`src/rtl/if_id_queue.sv`:
```
// if_id_queue: instruction fetch -> decode decoupling queue.
// Holds {pc, pc_plus_4, inst} entries in a small register-based FIFO so fetch
// can keep running for a few cycles while decode stalls. A flush (taken
// branch / jump redirect) discards every queued entry in one cycle.
// Optional feature macro: IF_ID_PERF_CNT_EN adds saturating stall/flush
// performance counters (ports stall_cnt and flush_cnt).
module if_id_queue #(
   parameter int INSTRUCTION_WIDTH = 32,
   parameter int PC_WIDTH          = 32,
   parameter int DEPTH             = 2
) (
   input  logic                         clk,
   input  logic                         reset,
   input  logic                         flush,
   input  logic                         in_valid,
   output logic                         in_ready,
   input  logic [PC_WIDTH-1:0]          in_pc,
   input  logic [PC_WIDTH-1:0]          in_pc_plus_4,
   input  logic [INSTRUCTION_WIDTH-1:0] in_inst,
   output logic                         out_valid,
   input  logic                         out_ready,
   output logic [PC_WIDTH-1:0]          out_pc,
   output logic [PC_WIDTH-1:0]          out_pc_plus_4,
   output logic [INSTRUCTION_WIDTH-1:0] out_inst,
   output logic [$clog2(DEPTH):0]       count
`ifdef IF_ID_PERF_CNT_EN
   ,
   output logic [31:0]                  stall_cnt,
   output logic [31:0]                  flush_cnt
`endif
);

   // Index width and pointer width (pointer carries one extra wrap bit).
   localparam int AW = $clog2(DEPTH);
   localparam int PW = AW + 1;

   // Instruction presented to decode while the queue is empty (addi x0,x0,0).
   localparam logic [INSTRUCTION_WIDTH-1:0] NOP_INST = INSTRUCTION_WIDTH'(32'h0000_0013);

   typedef struct packed {
      logic [PC_WIDTH-1:0]          pc;
      logic [PC_WIDTH-1:0]          pc_plus_4;
      logic [INSTRUCTION_WIDTH-1:0] inst;
   } entry_t;

   // Entry storage; deliberately not reset, only the pointers/count are.
   entry_t mem [DEPTH];

   logic [PW-1:0] wr_ptr_reg, wr_ptr_next;
   logic [PW-1:0] rd_ptr_reg, rd_ptr_next;
   logic [PW-1:0] count_reg,  count_next;

   logic          full;
   logic          empty;
   logic          push;
   logic          pop;
   logic [AW-1:0] wr_idx;
   logic [AW-1:0] rd_idx;
   entry_t        in_entry;
   entry_t        head_entry;

   // Status flags come straight from registered state, so in_ready never
   // has a combinational path from out_ready.
   assign full   = (count_reg == PW'(DEPTH));
   assign empty  = (count_reg == '0);
   assign push   = in_valid & ~full;
   assign pop    = ~empty & out_ready;
   assign wr_idx = wr_ptr_reg[AW-1:0];
   assign rd_idx = rd_ptr_reg[AW-1:0];

   assign in_entry.pc        = in_pc;
   assign in_entry.pc_plus_4 = in_pc_plus_4;
   assign in_entry.inst      = in_inst;

   // Next-state for pointers and occupancy; flush discards this cycle's push/pop.
   always_comb begin
      wr_ptr_next = wr_ptr_reg;
      rd_ptr_next = rd_ptr_reg;
      count_next  = count_reg;
      if (flush) begin
         rd_ptr_next = wr_ptr_reg;
         count_next  = '0;
      end else begin
         if (push) begin
            wr_ptr_next = wr_ptr_reg + PW'(1);
         end
         if (pop) begin
            rd_ptr_next = rd_ptr_reg + PW'(1);
         end
         unique case ({push, pop})
            2'b10:   count_next = count_reg + PW'(1);
            2'b01:   count_next = count_reg - PW'(1);
            default: count_next = count_reg;
         endcase
      end
   end

   // Pointer and occupancy registers; reset outranks flush.
   always_ff @(posedge clk) begin
      if (reset) begin
         wr_ptr_reg <= '0;
         rd_ptr_reg <= '0;
         count_reg  <= '0;
      end else begin
         wr_ptr_reg <= wr_ptr_next;
         rd_ptr_reg <= rd_ptr_next;
         count_reg  <= count_next;
      end
   end

   // Capture an accepted fetch entry at the write index (dropped on flush/reset).
   always_ff @(posedge clk) begin
      if (push && !flush && !reset) begin
         mem[wr_idx] <= in_entry;
      end
   end

   assign head_entry = mem[rd_idx];

   // Head outputs: combinational read of the head slot, NOP bubble when empty.
   always_comb begin
      out_valid     = ~empty;
      out_pc        = '0;
      out_pc_plus_4 = '0;
      out_inst      = NOP_INST;
      if (!empty) begin
         out_pc        = head_entry.pc;
         out_pc_plus_4 = head_entry.pc_plus_4;
         out_inst      = head_entry.inst;
      end
   end

   assign in_ready = ~full;
   assign count    = count_reg;

`ifdef IF_ID_PERF_CNT_EN
   logic [31:0] stall_cnt_reg;
   logic [31:0] flush_cnt_reg;
   logic        stall_evt;
   logic        flush_evt;

   // A stall is a valid head that decode refuses; a flush only counts when it
   // actually discards something.
   assign stall_evt = ~empty & ~out_ready;
   assign flush_evt = flush & ~empty;

   // Saturating performance counters.
   always_ff @(posedge clk) begin
      if (reset) begin
         stall_cnt_reg <= '0;
         flush_cnt_reg <= '0;
      end else begin
         if (stall_evt && (stall_cnt_reg != 32'hFFFF_FFFF)) begin
            stall_cnt_reg <= stall_cnt_reg + 32'd1;
         end
         if (flush_evt && (flush_cnt_reg != 32'hFFFF_FFFF)) begin
            flush_cnt_reg <= flush_cnt_reg + 32'd1;
         end
      end
   end

   assign stall_cnt = stall_cnt_reg;
   assign flush_cnt = flush_cnt_reg;
`endif

endmodule

```
`config.mk`:
```
export PLATFORM = sky130hd
export DESIGN_NAME = if_id_queue
export DESIGN_NICKNAME = d
export VERILOG_FILES = /design/src/rtl/if_id_queue.sv
export SDC_FILE = /design/constraint.sdc
export NUM_CORES = 1
export LEC_CHECK = 0
export BUFFER_PORTS_ARGS = -buffer_cell sky130_fd_sc_hd__buf_4
export CORE_ASPECT_RATIO = 2
export CORE_MARGIN = 2
export CORE_UTILIZATION = 54
export CTS_BUF_LIST = sky130_fd_sc_hd__clkbuf_8
export DETAILED_ROUTE_END_ITERATION = 10
export PLACE_DENSITY = 0.82
export SETUP_SLACK_MARGIN = 0.4
export SLEW_MARGIN = 20
export SYNTH_ARGS = -nofsm -noshare
export SYNTH_HDL_FRONTEND = slang
export SYNTH_SLANG_ARGS = --single-unit
```
`constraint.sdc`:
```
create_clock -name clk -period 8.88 [get_ports clk]
set_clock_uncertainty 0.05 [all_clocks]
set_input_delay 2.664 -clock clk [delete_from_list [all_inputs] [get_ports clk]]
set_output_delay 2.664 -clock clk [all_outputs]
set_load 0.01 [all_outputs]
```
==> metrics.yaml <==
cells_and_area:
  areaGrowthSynthToFinish_pct: 27.24
  antenna_cells: 0
  fin_util: 0.7059
  final_nets: 739
  largest_reg_flops: 192
  drive_above_1_share: 0.3708
  final_area_um2: 9485
setup_path:
  end_kind: "output pin"
  critPathRequiredTime_ps: 6170
  regToRegStartpoint: "count[0]$_SDFFE_PP0P_"
  rr_endpoint: "mem[1][15]$_DFFE_PP_"
  rrSetupSlack_ps: 6110
  criticalPathCategory: "flop to output pin"
  reg2reg_depth: 5
  crit_path_start_kind: "flop"
  worstPathArrival_ps: 2750
  crit_fanout: 56
logic_synthesis:
  ys_async_sr_fraction: 0
  syn_avg_cell_area_um2: 17.22
  ys.flop_type: "edfxtp_1"
  synth-simple-area-share: 0.05388
  seq_area_frac_synth: 0.7868
  synth-xor-area-share: 0.003525
  synth_nets: 535
  synthMuxAreaShare: 0.1289
  ys_types: 23
  synth-compound-area-share: 0.006378
  synth-seq-cells: 197
  yosys.area_share.adder: 0.001678
  syn_area_um2: 7455
  synth_edf_count: 192
  synth_top_family_by_area: "multiplexers"
  synth_warnings: 0
  synthCells: 433
clocking:
  cts-root-buf: "clkbuf_8"
  h-tree-depth: 4
  hold_buffers: 0
  path_clk_slew_ps: 100
  clockBufferDepth: 2
  clock_sinks: 197
  cts_tree: "yes"
  cts_made_buffers: 17
  clock_latency_ps: 440
  cts-resized-gates: 0
  postCtsSetupRepairBufs: 0
sta:
  fin_crit_ps: 5463
  grt_setup_unrepaired: "no"
  final_hold_viol_count: 0
  setup_viol: 0
  worst_slack_ps: 3417
  tns_ps: 0
  relSlewSlack: 0.3549
  drv_slew: 0
  worst_pin_slew_ps: 967.7
  period_share: 0.6152
  fmax_mhz: 183.1
global_routing:
  grt_pass1_wl_mm: 22.24
  antenna_found_initial: 0
  overflow: 0
  grt_pass1_vias: 4408
  grt_use_total: 0.2075
  grt_max_degree: 95
die:
  io_pins: 201
  rows: 60
  fp.dieH_um: 170.2
  core-area_um2: 13440
  die_w_um: 87.08
  die_area_um2: 14820
  initial_core_util: 0.5547
job:
  max_cap_violations: 0
placed_design:
  gp_congestion: 0.7735
  numPortBuffers: 200
  dp_worst_setup_slack_ps: 3524
  dpl.hpwl_mm: 10.48
  placed_area_um2: 9077
worst_hold_path:
  hold_start: "wr_ptr_reg[0]$_SDFFE_PP0P_"
  hold_path.class: "flop to flop"
  whs_endpoint: "wr_ptr_reg[0]$_SDFFE_PP0P_"
  whs_path_depth: 1
drt:
  ant_nets: 0
  drc: 0
  vias_per_cell: 5.328
  firstDrtPassIters: 5
  vias: 4289
  routed_wl_mm: 15.15
  drt_iter0_drc: 287
  wl_per_cell_um: 18.82
run_status:
  outcome: "finished, final reports clean"
power_and_ir_drop:
  powerDensity_nw_per_um2: 184.4
  ir_drop_uv: 135.1
  leakage_uw: 0.003545
==> cell type report <==
cell class	instances	area, µm²
clock buffers	18	247.7
clock inverters	14	120.1
fillers	885	3953
inverters	3	11.26
multi-input cells	212	1471
flip-flops and latches	197	5869
well taps	155	193.9
repair buffers	206	1572
==> logic make-up (layout without fill, tap and decap cells) <==
| kind of cell | Yosys count | after routing |
|---|---|---|
| XOR/XNOR | 3 | 3 |
| AND/OR/NAND/NOR | 105 | 105 |
| multiplexers | 96 | 96 |
| adder cells (fa/ha/maj) | 1 | 1 |
| AO/OA/AOI/OAI | 7 | 7 |
| buffers and inverters | 24 | 241 |
| flip-flops | 197 | 197 |
==> cells in the final DEF (no fill, tap or decap), drive strengths merged <==
cell type  count
a21boi         1
a21o           1
a21oi          1
a311o          1
buf          206
clkbuf        18
clkinv         4
clkinvlp       3
dfxtp          5
edfxtp       192
ha             1
inv           10
mux2i         96
nand2          4
nand2b         1
nand3          1
nor2          97
nor3           1
o21a           1
o21ai          2
or3            1
xnor2          2
xor2           1
==> worst max-delay path, cell delays in order (launching register included) <==
cell,delay [ps]
dfxtp_4,800
buf_4,820
mux2i_1,310
nor2_1,80
buf_4,200
==> per-layer routing <==
layer,global-route usage,vias up,routed length [µm]
met5,0,-,0
met1,0.2134,2055,5042
met4,0.1236,0,777
met3,0.06305,49,918
met2,0.3604,177,8415
li1,-,2008,-
==> stage by stage <==
step | cells | total power [µW] | hold WS (ps)
global route | 805 | 1813 | 511.5
global placement | 771 | 1249 | 450.2
floorplan | 433 | 1161 | 396.1
CTS | 803 | 1761 | 501.7
finish | 805 | 1750 | 511.8
detailed placement | 771 | 1257 | 475.5
==> how the worst max path moves through the flow <==
stage | from | end | slack [ps]
final | flop | out_inst[25] | 3420
after global routing | flop | out_inst[24] | 3260
after CTS | flop | out_inst[16] | 3390
after detailed placement | flush | mem[1][13]$_DFFE_PP_ | 3520
after global placement | flush | mem[1][13]$_DFFE_PP_ | 3660
after floorplan | flush | mem[0][0]$_DFFE_PP_ | 1380
==> report_power, final <==
part / leakage [µW] / internal (µW) / switching [µW]
logic: 0.00157 / 90.4 / 90.4
registers: 0.00179 / 1040 / 12.6
clock network: 0.000185 / 210 / 305
total: 0.00354 / 1340 / 408
==> synth_stat cells, types with 2 or more instances <==
master | instances | area share
buf_6 | 4 | 0.0060
buf_2 | 13 | 0.0087
edfxtp_1 | 192 | 0.77
clkbuf_1 | 3 | 0.0015
mux2i_1 | 96 | 0.13
nor2_1 | 97 | 0.049
nand2_1 | 4 | 0.0020
dfxtp_1 | 5 | 0.013
xnor2_1 | 2 | 0.0024
inv_1 | 3 | 0.0015
o21ai_0 | 2 | 0.0013
(Power assumes the default switching activity.)
